--- src/rtl/hash_test_pkg.sv ---
// Shared definitions for the hash test runner: FSM state encoding, the
// expected-hash word count helper and the UUT reset hold length.
package hash_test_pkg;

    typedef enum logic [2:0] {
        ST_IDLE     = 3'd0,
        ST_LOAD_MSG = 3'd1,
        ST_LOAD_EXP = 3'd2,
        ST_UUT_RST  = 3'd3,
        ST_RUN      = 3'd4,
        ST_CHECK    = 3'd5,
        ST_DONE     = 3'd6
    } state_e;

    localparam int unsigned UUT_RST_CYCLES = 2;

    // Number of stream words needed to carry an n-bit digest.
    function automatic int unsigned hash_words(input int unsigned n, input int unsigned dw);
        return (n + dw - 1) / dw;
    endfunction

endpackage

--- src/rtl/exp_hash_loader.sv ---
// Expected-digest collector: shifts in stream words, first word ending up most
// significant, and flags when a full digest has been received.
//   clk, rst_n  : clock, async active-low reset
//   clr         : empties the collector (held while a message word is awaited)
//   load_en     : shift word in this cycle
//   word        : incoming stream word
//   exp_words   : collected words, first received word in the top slot
//   full        : all words collected
//   fill_c      : this cycle's load completes the digest
module exp_hash_loader
    import hash_test_pkg::*;
#(
    parameter int unsigned DATA_WIDTH = 64,
    parameter int unsigned N          = 256
) (
    input  logic                                         clk,
    input  logic                                         rst_n,
    input  logic                                         clr,
    input  logic                                         load_en,
    input  logic [DATA_WIDTH-1:0]                        word,
    output logic [hash_words(N, DATA_WIDTH)*DATA_WIDTH-1:0] exp_words,
    output logic                                         full,
    output logic                                         fill_c
);

    localparam int unsigned HW = hash_words(N, DATA_WIDTH);
    localparam int unsigned SW = HW * DATA_WIDTH;
    localparam int unsigned CW = $clog2(HW + 1);

    logic [CW-1:0] cnt;
    logic [SW-1:0] sr_shift;

    if (HW == 1) begin : g_one
        assign sr_shift = word;
    end else begin : g_multi
        assign sr_shift = {exp_words[SW-DATA_WIDTH-1:0], word};
    end

    assign fill_c = load_en && !full && (cnt == CW'(HW - 1));

    // Shift register and word counter.
    always_ff @(posedge clk or negedge rst_n) begin
        if (!rst_n) begin
            exp_words <= '0;
            cnt       <= '0;
            full      <= 1'b0;
        end else if (clr) begin
            exp_words <= '0;
            cnt       <= '0;
            full      <= 1'b0;
        end else if (load_en && !full) begin
            exp_words <= sr_shift;
            cnt       <= cnt + 1'b1;
            full      <= (cnt == CW'(HW - 1));
        end
    end

endmodule

--- src/rtl/hash_test_runner.sv ---
// Streams test vectors into a hash UUT, times each run, compares digests and
// keeps pass/fail/timeout statistics.
//   clk, rst              : clock, async active-low reset
//   start, num_vectors    : run request and vector count (sampled on start)
//   vec_data/valid/ready  : vector word stream (message word, then digest words)
//   rst_uut, msg_uut      : UUT hold-in-reset and message word
//   end_uut, hash_o_uut   : UUT completion flag and digest
//   busy, done            : run in progress / run finished (sticky)
//   pass_cnt, fail_cnt, tmo_cnt, first_fail_idx, last_latency, debug : results
module hash_test_runner
    import hash_test_pkg::*;
#(
    parameter int unsigned DATA_WIDTH     = 64,
    parameter int unsigned N              = 256,
    parameter int unsigned TIMEOUT_CYCLES = 4096,
    parameter int unsigned CNT_W          = 16
) (
    input  logic                  clk,
    input  logic                  rst,
    input  logic                  start,
    input  logic [CNT_W-1:0]      num_vectors,
    input  logic [DATA_WIDTH-1:0] vec_data,
    input  logic                  vec_valid,
    output logic                  vec_ready,
    output logic                  rst_uut,
    output logic [DATA_WIDTH-1:0] msg_uut,
    input  logic                  end_uut,
    input  logic [N-1:0]          hash_o_uut,
    output logic                  busy,
    output logic                  done,
    output logic [CNT_W-1:0]      pass_cnt,
    output logic [CNT_W-1:0]      fail_cnt,
    output logic [CNT_W-1:0]      tmo_cnt,
    output logic [CNT_W-1:0]      first_fail_idx,
    output logic [31:0]           last_latency,
    output logic [31:0]           debug
);

    localparam int unsigned HW  = hash_words(N, DATA_WIDTH);
    localparam int unsigned RCW = $clog2(UUT_RST_CYCLES + 1);

    state_e                   state, state_nxt;
    logic [CNT_W-1:0]         idx, idx_nxt, nv, nv_nxt;
    logic [CNT_W-1:0]         pass_nxt, fail_nxt, tmo_nxt, ffi_nxt;
    logic                     fail_seen, seen_nxt;
    logic                     timed_out, tmo_flag_nxt;
    logic [31:0]              lat, lat_nxt, last_lat_nxt;
    logic [N-1:0]             hash_q, hash_nxt;
    logic [RCW-1:0]           rcnt, rcnt_nxt;
    logic [DATA_WIDTH-1:0]    msg_nxt;
    logic                     done_nxt;
    logic                     xfer_c, hash_match_c;
    logic [HW*DATA_WIDTH-1:0] exp_words;
    logic                     exp_full, exp_fill_c;

    function automatic logic [CNT_W-1:0] sat_inc(input logic [CNT_W-1:0] v);
        return (&v) ? v : v + 1'b1;
    endfunction

    assign xfer_c       = vec_valid && vec_ready;
    assign hash_match_c = (hash_q == exp_words[N-1:0]);

    exp_hash_loader #(
        .DATA_WIDTH (DATA_WIDTH),
        .N          (N)
    ) u_loader (
        .clk       (clk),
        .rst_n     (rst),
        .clr       (state == ST_LOAD_MSG),
        .load_en   (xfer_c && (state == ST_LOAD_EXP)),
        .word      (vec_data),
        .exp_words (exp_words),
        .full      (exp_full),
        .fill_c    (exp_fill_c)
    );

    // Next-state and datapath update.
    always_comb begin
        state_nxt    = state;
        idx_nxt      = idx;
        nv_nxt       = nv;
        pass_nxt     = pass_cnt;
        fail_nxt     = fail_cnt;
        tmo_nxt      = tmo_cnt;
        ffi_nxt      = first_fail_idx;
        seen_nxt     = fail_seen;
        tmo_flag_nxt = timed_out;
        lat_nxt      = lat;
        last_lat_nxt = last_latency;
        hash_nxt     = hash_q;
        rcnt_nxt     = rcnt;
        msg_nxt      = msg_uut;
        done_nxt     = done;

        case (state)
            ST_IDLE, ST_DONE: begin
                if (start) begin
                    pass_nxt     = '0;
                    fail_nxt     = '0;
                    tmo_nxt      = '0;
                    ffi_nxt      = '1;
                    seen_nxt     = 1'b0;
                    idx_nxt      = '0;
                    last_lat_nxt = '0;
                    nv_nxt       = num_vectors;
                    if (num_vectors == '0) begin
                        state_nxt = ST_DONE;
                        done_nxt  = 1'b1;
                    end else begin
                        state_nxt = ST_LOAD_MSG;
                        done_nxt  = 1'b0;
                    end
                end
            end
            ST_LOAD_MSG: begin
                if (xfer_c) begin
                    msg_nxt   = vec_data;
                    state_nxt = ST_LOAD_EXP;
                end
            end
            ST_LOAD_EXP: begin
                if (exp_full || exp_fill_c) begin
                    rcnt_nxt  = '0;
                    state_nxt = ST_UUT_RST;
                end
            end
            ST_UUT_RST: begin
                if (rcnt == RCW'(UUT_RST_CYCLES - 1)) begin
                    lat_nxt   = 32'd1;
                    state_nxt = ST_RUN;
                end else begin
                    rcnt_nxt = rcnt + 1'b1;
                end
            end
            ST_RUN: begin
                // Completion beats a coincident timeout.
                if (end_uut) begin
                    hash_nxt     = hash_o_uut;
                    last_lat_nxt = lat;
                    tmo_flag_nxt = 1'b0;
                    state_nxt    = ST_CHECK;
                end else if (lat >= 32'(TIMEOUT_CYCLES)) begin
                    tmo_nxt      = sat_inc(tmo_cnt);
                    fail_nxt     = sat_inc(fail_cnt);
                    tmo_flag_nxt = 1'b1;
                    state_nxt    = ST_CHECK;
                end else begin
                    lat_nxt = lat + 32'd1;
                end
            end
            ST_CHECK: begin
                if (!timed_out) begin
                    if (hash_match_c) pass_nxt = sat_inc(pass_cnt);
                    else              fail_nxt = sat_inc(fail_cnt);
                end
                if ((timed_out || !hash_match_c) && !fail_seen) begin
                    ffi_nxt  = idx;
                    seen_nxt = 1'b1;
                end
                idx_nxt = idx + 1'b1;
                if ((CNT_W + 1)'(idx) + 1'b1 == (CNT_W + 1)'(nv)) begin
                    state_nxt = ST_DONE;
                    done_nxt  = 1'b1;
                end else begin
                    state_nxt = ST_LOAD_MSG;
                end
            end
            default: state_nxt = ST_IDLE;
        endcase
    end

    // State and registered outputs; decoded outputs follow the next state.
    always_ff @(posedge clk or negedge rst) begin
        if (!rst) begin
            state          <= ST_IDLE;
            idx            <= '0;
            nv             <= '0;
            pass_cnt       <= '0;
            fail_cnt       <= '0;
            tmo_cnt        <= '0;
            first_fail_idx <= '1;
            fail_seen      <= 1'b0;
            timed_out      <= 1'b0;
            lat            <= '0;
            last_latency   <= '0;
            hash_q         <= '0;
            rcnt           <= '0;
            msg_uut        <= '0;
            done           <= 1'b0;
            busy           <= 1'b0;
            vec_ready      <= 1'b0;
            rst_uut        <= 1'b1;
            debug          <= '0;
        end else begin
            state          <= state_nxt;
            idx            <= idx_nxt;
            nv             <= nv_nxt;
            pass_cnt       <= pass_nxt;
            fail_cnt       <= fail_nxt;
            tmo_cnt        <= tmo_nxt;
            first_fail_idx <= ffi_nxt;
            fail_seen      <= seen_nxt;
            timed_out      <= tmo_flag_nxt;
            lat            <= lat_nxt;
            last_latency   <= last_lat_nxt;
            hash_q         <= hash_nxt;
            rcnt           <= rcnt_nxt;
            msg_uut        <= msg_nxt;
            done           <= done_nxt;
            busy           <= (state_nxt != ST_IDLE) && (state_nxt != ST_DONE);
            vec_ready      <= (state_nxt == ST_LOAD_MSG) || (state_nxt == ST_LOAD_EXP);
            rst_uut        <= (state_nxt != ST_RUN) && (state_nxt != ST_CHECK);
            debug          <= {16'(fail_nxt), 16'(pass_nxt)};
        end
    end

endmodule

--- config.mk ---
export PLATFORM = sky130hd
export DESIGN_NAME = hash_test_runner
export DESIGN_NICKNAME = d
export VERILOG_FILES = /design/src/rtl/hash_test_pkg.sv /design/src/rtl/exp_hash_loader.sv /design/src/rtl/hash_test_runner.sv
export SDC_FILE = /design/constraint.sdc
export NUM_CORES = 1
export LEC_CHECK = 0
export BUFFER_PORTS_ARGS = -buffer_cell sky130_fd_sc_hd__buf_2
export CORE_MARGIN = 2
export CORE_UTILIZATION = 57
export CTS_CLUSTER_SIZE = 24
export DETAILED_ROUTE_END_ITERATION = 8
export PLACE_DENSITY = 0.88
export SLEW_MARGIN = 20
export SYNTH_ARGS = -nofsm -noshare
export SYNTH_HDL_FRONTEND = slang
export SYNTH_SLANG_ARGS = --single-unit
--- constraint.sdc ---
create_clock -name clk -period 2.9 [get_ports clk]
set_input_delay 0.58 -clock clk [delete_from_list [all_inputs] [get_ports clk]]
set_output_delay 0.58 -clock clk [all_outputs]
set_load 0.05 [all_outputs]
Word-level counts from Yosys, hierarchy flattened
Index checks and enable logic that the tools add are counted.
{"block": "word_totals", "mem_bits_ro": 0, "mem_count": 0, "regBits": 783, "out_inout_bits": 196, "latchBits": 0, "ramBits": 0}
{"block": "classes", "n_mux": 55, "n_bitwise": 0, "n_mul": 0, "n_reduce_logical": 37, "order_cmp": 1, "shifts": 0, "addsub": 8, "div": 0, "eq_ne": 26}
{"operator": "two-way mux 256 bit", "count": 2}
{"operator": "== test 256 bit", "count": 1}
{"operator": "two-way mux 16 bit", "count": 16}
{"operator": "two-way mux 32 bit", "count": 5}
{"operator": "one-hot mux 16 bit (2 select lines)", "count": 4}
{"operator": "one-hot mux 32 bit (2 select lines)", "count": 2}
{"operator": "adder 16 x 1 -> 16 bit, second input constant", "count": 4}
{"operator": "one-hot mux 16 bit (3 select lines)", "count": 1}
{"operator": "AND reduction 16 bit", "count": 3}
{"operator": "adder 32 x 1 -> 32 bit, second input constant", "count": 1}
{"operator": "greater-or-equal comparator 32 x 13 -> 1 bit, second input constant", "count": 1}
{"operator": "two-way mux 3 bit", "count": 10}
{"operator": "!= test 2 bit, second input constant", "count": 10}
{"operator": "one-hot mux 3 bit (6 select lines)", "count": 1}
{"operator": "adder 16 x 1 -> 17 bit, second input constant", "count": 1}
{"operator": "== test 17 x 16 -> 1 bit", "count": 1}
{"operator": "logical NOT 16 bit", "count": 1}
{"operator": "== test 3 x 2 -> 1 bit, second input constant", "count": 4}
{"operator": "AND reduction 3 bit", "count": 4}
{"operator": "nonzero test 2 bit", "count": 6}
{"operator": "AND reduction 2 bit", "count": 5}
{"operator": "== test 3 bit, second input constant", "count": 3}
{"operator": "two-way mux 1 bit", "count": 9}
{"operator": "!= test 3 bit, second input constant", "count": 3}
{"operator": "other kinds (16)", "count": 29}

Longest topological paths before layout
Gate-level depths: netlist of run 1.
{"block": "logic_depth", "word_depth": 9, "mapped_depth": 11, "depth_no_buf": 9}

Modules after synthesis
From an unflattened synthesis of run 1, not the netlist that was laid out.
{"block": "unflattened", "cells_unflattened": 2960, "hier_area_um2": 35335.1}
{"mod": "hash_test_runner", "area_per_inst_um2": 23681.5, "n_inst": 1, "cells_per_inst": 2028}
{"mod": "exp_hash_loader", "area_per_inst_um2": 11653.7, "n_inst": 1, "cells_per_inst": 932}

Least setup slack after synthesis of run 1
No wires, ideal clock.
{"block": "synth_path", "path_type": "reg2reg", "from": "register (tool-made name)", "to": "register (tool-made name)", "n_path_buf": 1, "setup_ns": 0.120, "required_ns": 2.780, "path_stages_with_launch": 9, "arrival_ns": 2.428, "setup_slack_ns": 0.352, "path_cell_list": "dfrtp_1 and3_1 and3_1 nand3_1 nor3_1 a211oi_2 buf_4 a31o_2 o211a_1"}

Final worst setup path of run 1
{"block": "layout_path", "from": "register u_loader.exp_words[54]", "to": "register first_fail_idx[9]"}
{"block": "layout_via", "elab_chain_cells": 6}
{"item": "from (decl)", "line_no": "exp_hash_loader.sv:21", "text": "output logic [hash_words(N, DATA_WIDTH)*DATA_WIDTH-1:0] exp_words,"}
{"item": "from (signal assigned)", "line_no": "exp_hash_loader.sv:52", "text": "exp_words <= sr_shift;"}
{"item": "== test 256 bit", "line_no": "hash_test_runner.sv:61", "text": "assign hash_match_c = (hash_q == exp_words[N-1:0]);"}
{"item": "logical NOT 1 bit", "line_no": "hash_test_runner.sv:156", "text": "if ((timed_out || !hash_match_c) && !fail_seen) begin"}
{"item": "logical OR 1 bit", "line_no": "hash_test_runner.sv:156"}
{"item": "logical AND 1 bit", "line_no": "hash_test_runner.sv:156"}
{"item": "!= test 2 bit (no line)"}
{"item": "AND reduction 3 bit (no line)"}
{"item": "to (signal assigned)", "line_no": "hash_test_runner.sv:201", "text": "first_fail_idx <= ffi_nxt;"}
{"item": "to (decl)", "line_no": "hash_test_runner.sv:34", "text": "output logic [CNT_W-1:0] first_fail_idx,"}
No other way between the ends.
A chain may end at the register's enable or synchronous reset.

==> out/qor.csv, run 1 <==
metric,value,unit
drive_gt1_share,32.8,%
p_switching,16400,µW
die_w,246,µm
slew_violations,0,
postSynthAreaPerCell,10.7,µm²
combPwrFrac,35.0,%
clock_latency,0.65,ns
fill_cells,3809,
required,3.45,ns
postRouteAntennaNets,0,
wl,114000,µm
synth_cell_types,67,
maxCapViolCount,0,
yosysSeqAreaShare,56.5,%
dieHeight,246,µm
switching_share,39.4,%
violations,setup timing,
first_pass_iters,7,
min_to,u_loader.exp_words[36]$_DFFE_PN0P_,
synthArstFlopShare,100,%
syn_inst,3111,
fin_crit,3.19,ns
syn2layout_area_growth,21.9,%
cts_tree,yes,
fmax,0.314,GHz
initial_utilization,57.7,%
worstPathArrival,3.74,ns
skew,0.0370,ns
irDropWorstVdd,0.906,mV
synth-seq-cells,751,
coreArea,57700,µm²
wl_per_cell,25.4,µm
h-tree-depth,3,
seq_area,18800,µm²
antenna_found_initial,20,
grt_pass1_wl,168000,µm
num_rows,88,
grt_start_max_net_pins,166,
fin_nets,4016,
leakage,0.0211,µW
grt_pass1_vias,27400,
synth_edf_count,0,
synth_area,33300,µm²
p_int,25200,µW
cts.sinks,751,
groute.usage.overall,37.4,%
drt_iter0_markers,3586,
min_path_cells,3,
synthFlopType,dfrtp_1,
period_share,110,%
pin_count,537,
multiInputGateArea,13900,µm²
r2r_slack,-0.29,ns
vias_per_cell,6.18,
gp_congestion,0.995,
timing.rr.start,u_loader.exp_words[54]$_DFFE_PN0P_,
setup.worst_path.class,reg2reg,
io_buffers,536,
outcome,"finished, violations left",
clk_pin_slew,0.06,ns
cts_made_buffers,77,
syn_nets,3461,
die-area,60300,µm²
cp_max_fo,8,
hpwl,79700,µm
r2r-end,first_fail_idx[9]$_DFFE_PN1P_,
r2r_cells,11,
min_from,vec_data[36],
yosysWarnings,0,
cp-end-kind,register,
grt-ovfl-total,0,
power.density,1020,nW/µm²
worstMarginPinSlew,1.10,ns
clock-root-buffer,clkbuf_16,
num_vias,27800,
cp-start-kind,register,
rsz0062_at_grt,yes,
tns,-9.88,ns
clk_path_buf_depth,3,
finalWorstSetupSlack,-0.287,ns
setup_viol,48,
final_core_util,70.4,%
clockPowerShare,25.3,%
seqPwrFrac,39.7,%
max-slew-margin-rel,27.0,%
hp-class,in2reg,
hold_violations,0,
drc,0,
-- cells by family after synthesis --
kind of cell | after synthesis | share of synthesized area [%]
simple gates | 1301 | 17.6
flops | 751 | 56.5
mux | 323 | 10.9
xor+xnor | 293 | 7.71
buf+inv | 220 | 2.91
compound gates | 214 | 4.03
fa+ha+maj | 9 | 0.338
-- what timing repair did --
action	CTS	global route
setup buffers	1	6
setup endpoints to repair	49	51
gates resized for setup	18	75
endpoints found under the hold margin	46	0
pin swaps	1	12
cloned	2	3
hold buffers	1	0
-- per-layer routing --
layer  share of wire [%]  track usage (%)  up-vias  wire, µm
met4                 7.9             25.0       18      9030
li1                    -                -    11700         -
met2                  46             57.9     2010     52100
met1                  35             46.5    13600     40500
met3                  11             9.39      501     12700
met5               0.093                0        -       106
-- cell usage after synthesis, types with 17 or more instances --
library cell  number  share of area, %
a21oi_1           46              0.69
o21ai_0           79               1.2
nor4_1            78               1.5
mux2_2           320                11
buf_4             33              0.74
dfstp_2           17               1.3
inv_1             21              0.24
xnor2_1           24              0.63
clkbuf_1         138               1.6
dfrtp_1          734                55
and3_1            25              0.47
and2_1            26              0.49
nand3_1          292               4.4
nand2_1          697               7.9
xor2_1           269               7.1
nand4_1           30              0.56
nor2_1            95               1.1
-- layout make-up --
cell class,instances,share of cell area [%]
well taps,765,2.36
flip-flops and latches,751,46.3
inverters,21,0.194
diodes,15,0.0925
clock buffers,110,5.62
clock inverters,28,0.925
repair buffers,675,10.3
multi-input cells,2140,34.1
-- power by group through the flow --
stage / sequential, µW / clock [µW] / combinational [µW]
5_1_grt: 16700 / 11000 / 15100
3_3_place_gp: 16300 / 0 / 13200
2_1_floorplan: 17600 / 0 / 6980
6_report: 16500 / 10500 / 14500
3_5_place_dp: 16500 / 0 / 13600
4_1_cts: 16400 / 10500 / 13900
-- sequential cells by signal (all words and copies together) (netlist names), 2 cells and up, named ones only --
name	count
u_loader.cnt	3
idx	16
rcnt	2
lat	32
msg_uut	64
state	3
nv	16
hash_q	256
last_latency	32
tmo_cnt	16
first_fail_idx	16
u_loader.exp_words	256
-- cells in the final DEF, fill, tap and decap left out, types with 10 or more instances in the layout --
master / netlist / routed
xnor2_1: 24 / 24
nor4_1: 78 / 66
nor4_2: 1 / 12
mux2_2: 320 / 320
a21oi_1: 46 / 33
clkinv_2: 0 / 12
buf_12: 0 / 31
nand3_1: 292 / 291
dfstp_2: 17 / 17
clkbuf_16: 0 / 80
clkbuf_8: 0 / 21
nand4_1: 30 / 30
and2_1: 26 / 26
a21oi_2: 0 / 12
o21ai_0: 79 / 68
nand2_1: 697 / 696
inv_1: 21 / 21
and3_1: 25 / 25
xor2_1: 269 / 269
dfrtp_1: 734 / 734
o31ai_1: 14 / 11
diode_2: 0 / 15
nor2_1: 95 / 84
buf_2: 15 / 535
nor3_1: 13 / 10
buf_4: 33 / 96
clkbuf_1: 138 / 11
-- worst max-delay path by stage --
| stage | from | to | slack, ns |
|---|---|---|---|
| CTS | hash_q[84]$_DFFE_PN0P_ | register | -0.08 |
| global placement | u_loader.exp_words[15]$_DFFE_PN0P_ | register | -0.19 |
| detailed placement | u_loader.exp_words[15]$_DFFE_PN0P_ | register | -0.28 |
| global route | u_loader.exp_words[20]$_DFFE_PN0P_ | first_fail_idx[1]$_DFFE_PN1P_ | -0.28 |
| finish | u_loader.exp_words[54]$_DFFE_PN0P_ | first_fail_idx[9]$_DFFE_PN1P_ | -0.29 |
| floorplan | register | register | 0.35 |
-- through the flow --
step,setup WS (ns),std cells,power [µW],hold slack [ns],cell area (µm²)
after detailed placement,-0.282,4339,30000,0.465,37400
final,-0.287,4505,41600,0.154,40600
after CTS,-0.0804,4481,40800,0.137,40200
after global placement,-0.191,4339,29500,0.455,37400
after global routing,-0.280,4495,42900,0.168,40600
after floorplan,0.352,3111,24600,0.284,33300
-- critical path: stages (launching register included) --
cell	delay (ns)
dfrtp_1	0.41
xor2_1	0.20
nor4_1	0.63
nand4_1	0.21
nor4_2	0.30
nand4_1	0.27
buf_6	0.23
o211ai_1	0.33
buf_4	0.21
buf_12	0.15
buf_6	0.12
a21oi_1	0.06
(Power assumes the default switching activity.)
==> run 2, diff against run 1 <==
- GPL_TIMING_DRIVEN: default -> 0
- RECOVER_POWER: default -> 100
==> run 2 against run 1 <==
  * The flow finishes with violations (capacitance limit, slew limit, setup timing)
  * Design area shrank 0.52%
  * Flip-flop and latch count is the same
  * Clock power is essentially flat
  * Setup slack gained 0.19 ns
  * Combinational power is essentially flat
  * Global-route usage grew 0.48 points
  * Clock skew shrank 0.00060 ns
  * Register-to-register slack gained 0.19 ns
  * Utilization shrank 0.37 points
==> out/qor.csv, run 2 (same netlist as run 1, synthesis figures left out) <==
metric,value,unit,change
period_share,103,%,-6.6 points
cts.sinks,751,,unchanged
drive_gt1_share,30.7,%,-2.1 points
num_vias,28000,,+0.68%
max-slew-margin-rel,-17.8,%,-45 points
cpLargestDelayFamily,simple AND/OR/NAND/NOR gates,,
worstPathCellList,xor2_1 > nor4_2 > nand4_1 > nor4_2 > nand4_1 > buf_6 > a211oi_4 > buf_6 > a41oi_1 > o211a_1,,
critPathBufInv,2,,-2
die_w,246,µm,unchanged
clock-root-buffer,clkbuf_16,,
leakage,0.0208,µW,-1.1%
tns,-0.381,ns,+9.49 ns
grt_pass1_wl,169000,µm,about the same
num_rows,88,,unchanged
cp-end-kind,register,,
violations,"capacitance limit, slew limit, setup timing",,
gp_congestion,1.03,,+3.6%
top_regs,"hash_q (256), u_loader.exp_words (256), msg_uut (64)",,
fill_cells,3964,,+4.1%
cts_tree,yes,,
hp-class,in2reg,,
first_pass_iters,6,,-1
clockPowerShare,24.6,%,-0.7 points
groute.usage.overall,37.8,%,+0.48 points
pin_count,537,,unchanged
grt_pass1_vias,27300,,-0.30%
antenna_found_initial,6,,-70%
h-tree-depth,3,,unchanged
rsz0062_at_grt,yes,,
hold_violations,0,,unchanged
worstMarginPinSlew,1.77,ns,+0.672 ns
wl_per_cell,25.3,µm,-0.20%
clock_latency,0.64,ns,about the same
place_area,37200,µm²,-0.63%
clk_pin_slew,0.06,ns,about the same
seqPwrFrac,40.5,%,+0.8 points
clk_path_buf_depth,3,,unchanged
finalWorstSetupSlack,-0.0945,ns,+0.192 ns
cts_made_buffers,76,,-1.3%
mostFrequentLayoutCells,"dfrtp_1, nand2_1, buf_2",,
final_area,40400,µm²,-0.52%
p_switching,17000,µW,+4.0%
hpwl,86100,µm,+8.0%
initial_utilization,57.7,%,unchanged
p_int,24500,µW,-2.9%
die-area,60300,µm²,unchanged
cp_max_fo,6,,-2
power.density,1030,nW/µm²,+0.37%
grt-ovfl-total,0,,unchanged
cp-start-kind,register,,
grt_start_max_net_pins,100,,-40%
fmax,0.334,GHz,+6.4%
multiInputGateArea,13900,µm²,+0.54%
final_core_util,70.0,%,-0.37 points
total_power,41500,µW,-0.16%
drc,0,,unchanged
slew_violations,72,,+72
outcome,"finished, violations left",,
fin_nets,4095,,+2.0%
cp_slowest_stage_delay,0.48,ns,-0.15 ns
irDropWorstVdd,0.840,mV,-7.3%
fin_crit,2.99,ns,-0.192 ns
slowest_stage,nor4_2,,
io_buffers,536,,unchanged
combPwrFrac,34.9,%,about the same
required,3.42,ns,-0.03 ns
final_cells,4574,,+1.5%
setup.worst_path.class,reg2reg,,
coreArea,57700,µm²,unchanged
postRouteAntennaNets,0,,unchanged
final_common_cell,dfrtp_1,,
drt_iter0_markers,3165,,-12%
dieHeight,246,µm,unchanged
setup_viol,14,,-71%
seq_area,18800,µm²,about the same
numPlacedInstances,4421,,+1.9%
worstPathArrival,3.52,ns,-0.22 ns
skew,0.0364,ns,-0.000602 ns
vias_per_cell,6.13,,-0.84%
switching_share,41.0,%,+1.6 points
syn2layout_area_growth,21.3,%,
maxCapViolCount,1,,+1
wl,116000,µm,+1.3%
## run 2: cell types whose count changed in the layout (fill, tap and decap cells not counted), moves of 13 or more
cell      change
buf_1        +13
nor4_1       -15
clkbuf_2     +26
buf_12       -30
clkbuf_1    +114
buf_4        -58
## run 2: area by class of cell
type	instances	share of cell area, %
clock inverter	25	0.803
buffer	198	2.42
antenna	6	0.0372
tap	765	2.37
multi-input combinational	2140	34.5
clock buffer	111	5.51
timing repair buffer	557	7.57
sequential	751	46.6
inverter	21	0.195
## run 2: metal layers
| layer | up-vias | wire [µm] | global-route usage (%) |
|---|---|---|---|
| met5 | - | 54 | 0 |
| met4 | 8 | 8040 | 23.0 |
| met3 | 461 | 13200 | 8.87 |
| met2 | 1891 | 54100 | 60.1 |
| met1 | 13800 | 40600 | 47.3 |
| li1 | 11800 | - | - |
## run 2: worst paths after layout
kind	cells after the start	from	end	slack [ns]
max	10	hash_q[161]$_DFFE_PN0P_	register	-0.09
min	3	vec_data[26]	u_loader.exp_words[26]$_DFFE_PN0P_	0.15
max reg2reg	10	hash_q[161]$_DFFE_PN0P_	register	-0.09
min reg2reg	2	last_latency[21]$_DFFE_PN0P_	last_latency[21]$_DFFE_PN0P_	0.48
max in group asynchronous	3	rst	idx[0]$_DFFE_PN0P_	0.27
min in group asynchronous	2	rst	last_latency[16]$_DFFE_PN0P_	0.42
## run 2: stage by stage
step / setup slack (ns) / hold WS, ns
floorplan: 0.352 / 0.284
global placement: -14.42 / 0.461
detailed placement: -1.17 / 0.467
CTS: 0.00866 / 0.133
global route: -0.177 / 0.161
finish: -0.0945 / 0.149
## run 2: worst min-delay path, stage by stage
cell,delay (ns)
buf_2,0.09
nand2_1,0.04
nand2_1,0.05
## run 2: what timing repair did
item	4_1_cts	5_1_grt
pin swaps	8	23
gates resized for setup	60	95
cloned	1	2
hold endpoints to repair	48	0
endpoints found under the setup margin	541	382
buffers inserted	5	4
hold buffers	1	0
## run 2: power by group through the flow
stage / logic [µW] / registers, µW / clock network, µW
after floorplan: 6980 / 17600 / 0
after global placement: 13000 / 16600 / 0
after detailed placement: 13300 / 16800 / 0
after CTS: 13900 / 16600 / 10200
after global routing: 15100 / 17000 / 10600
final: 14500 / 16800 / 10200
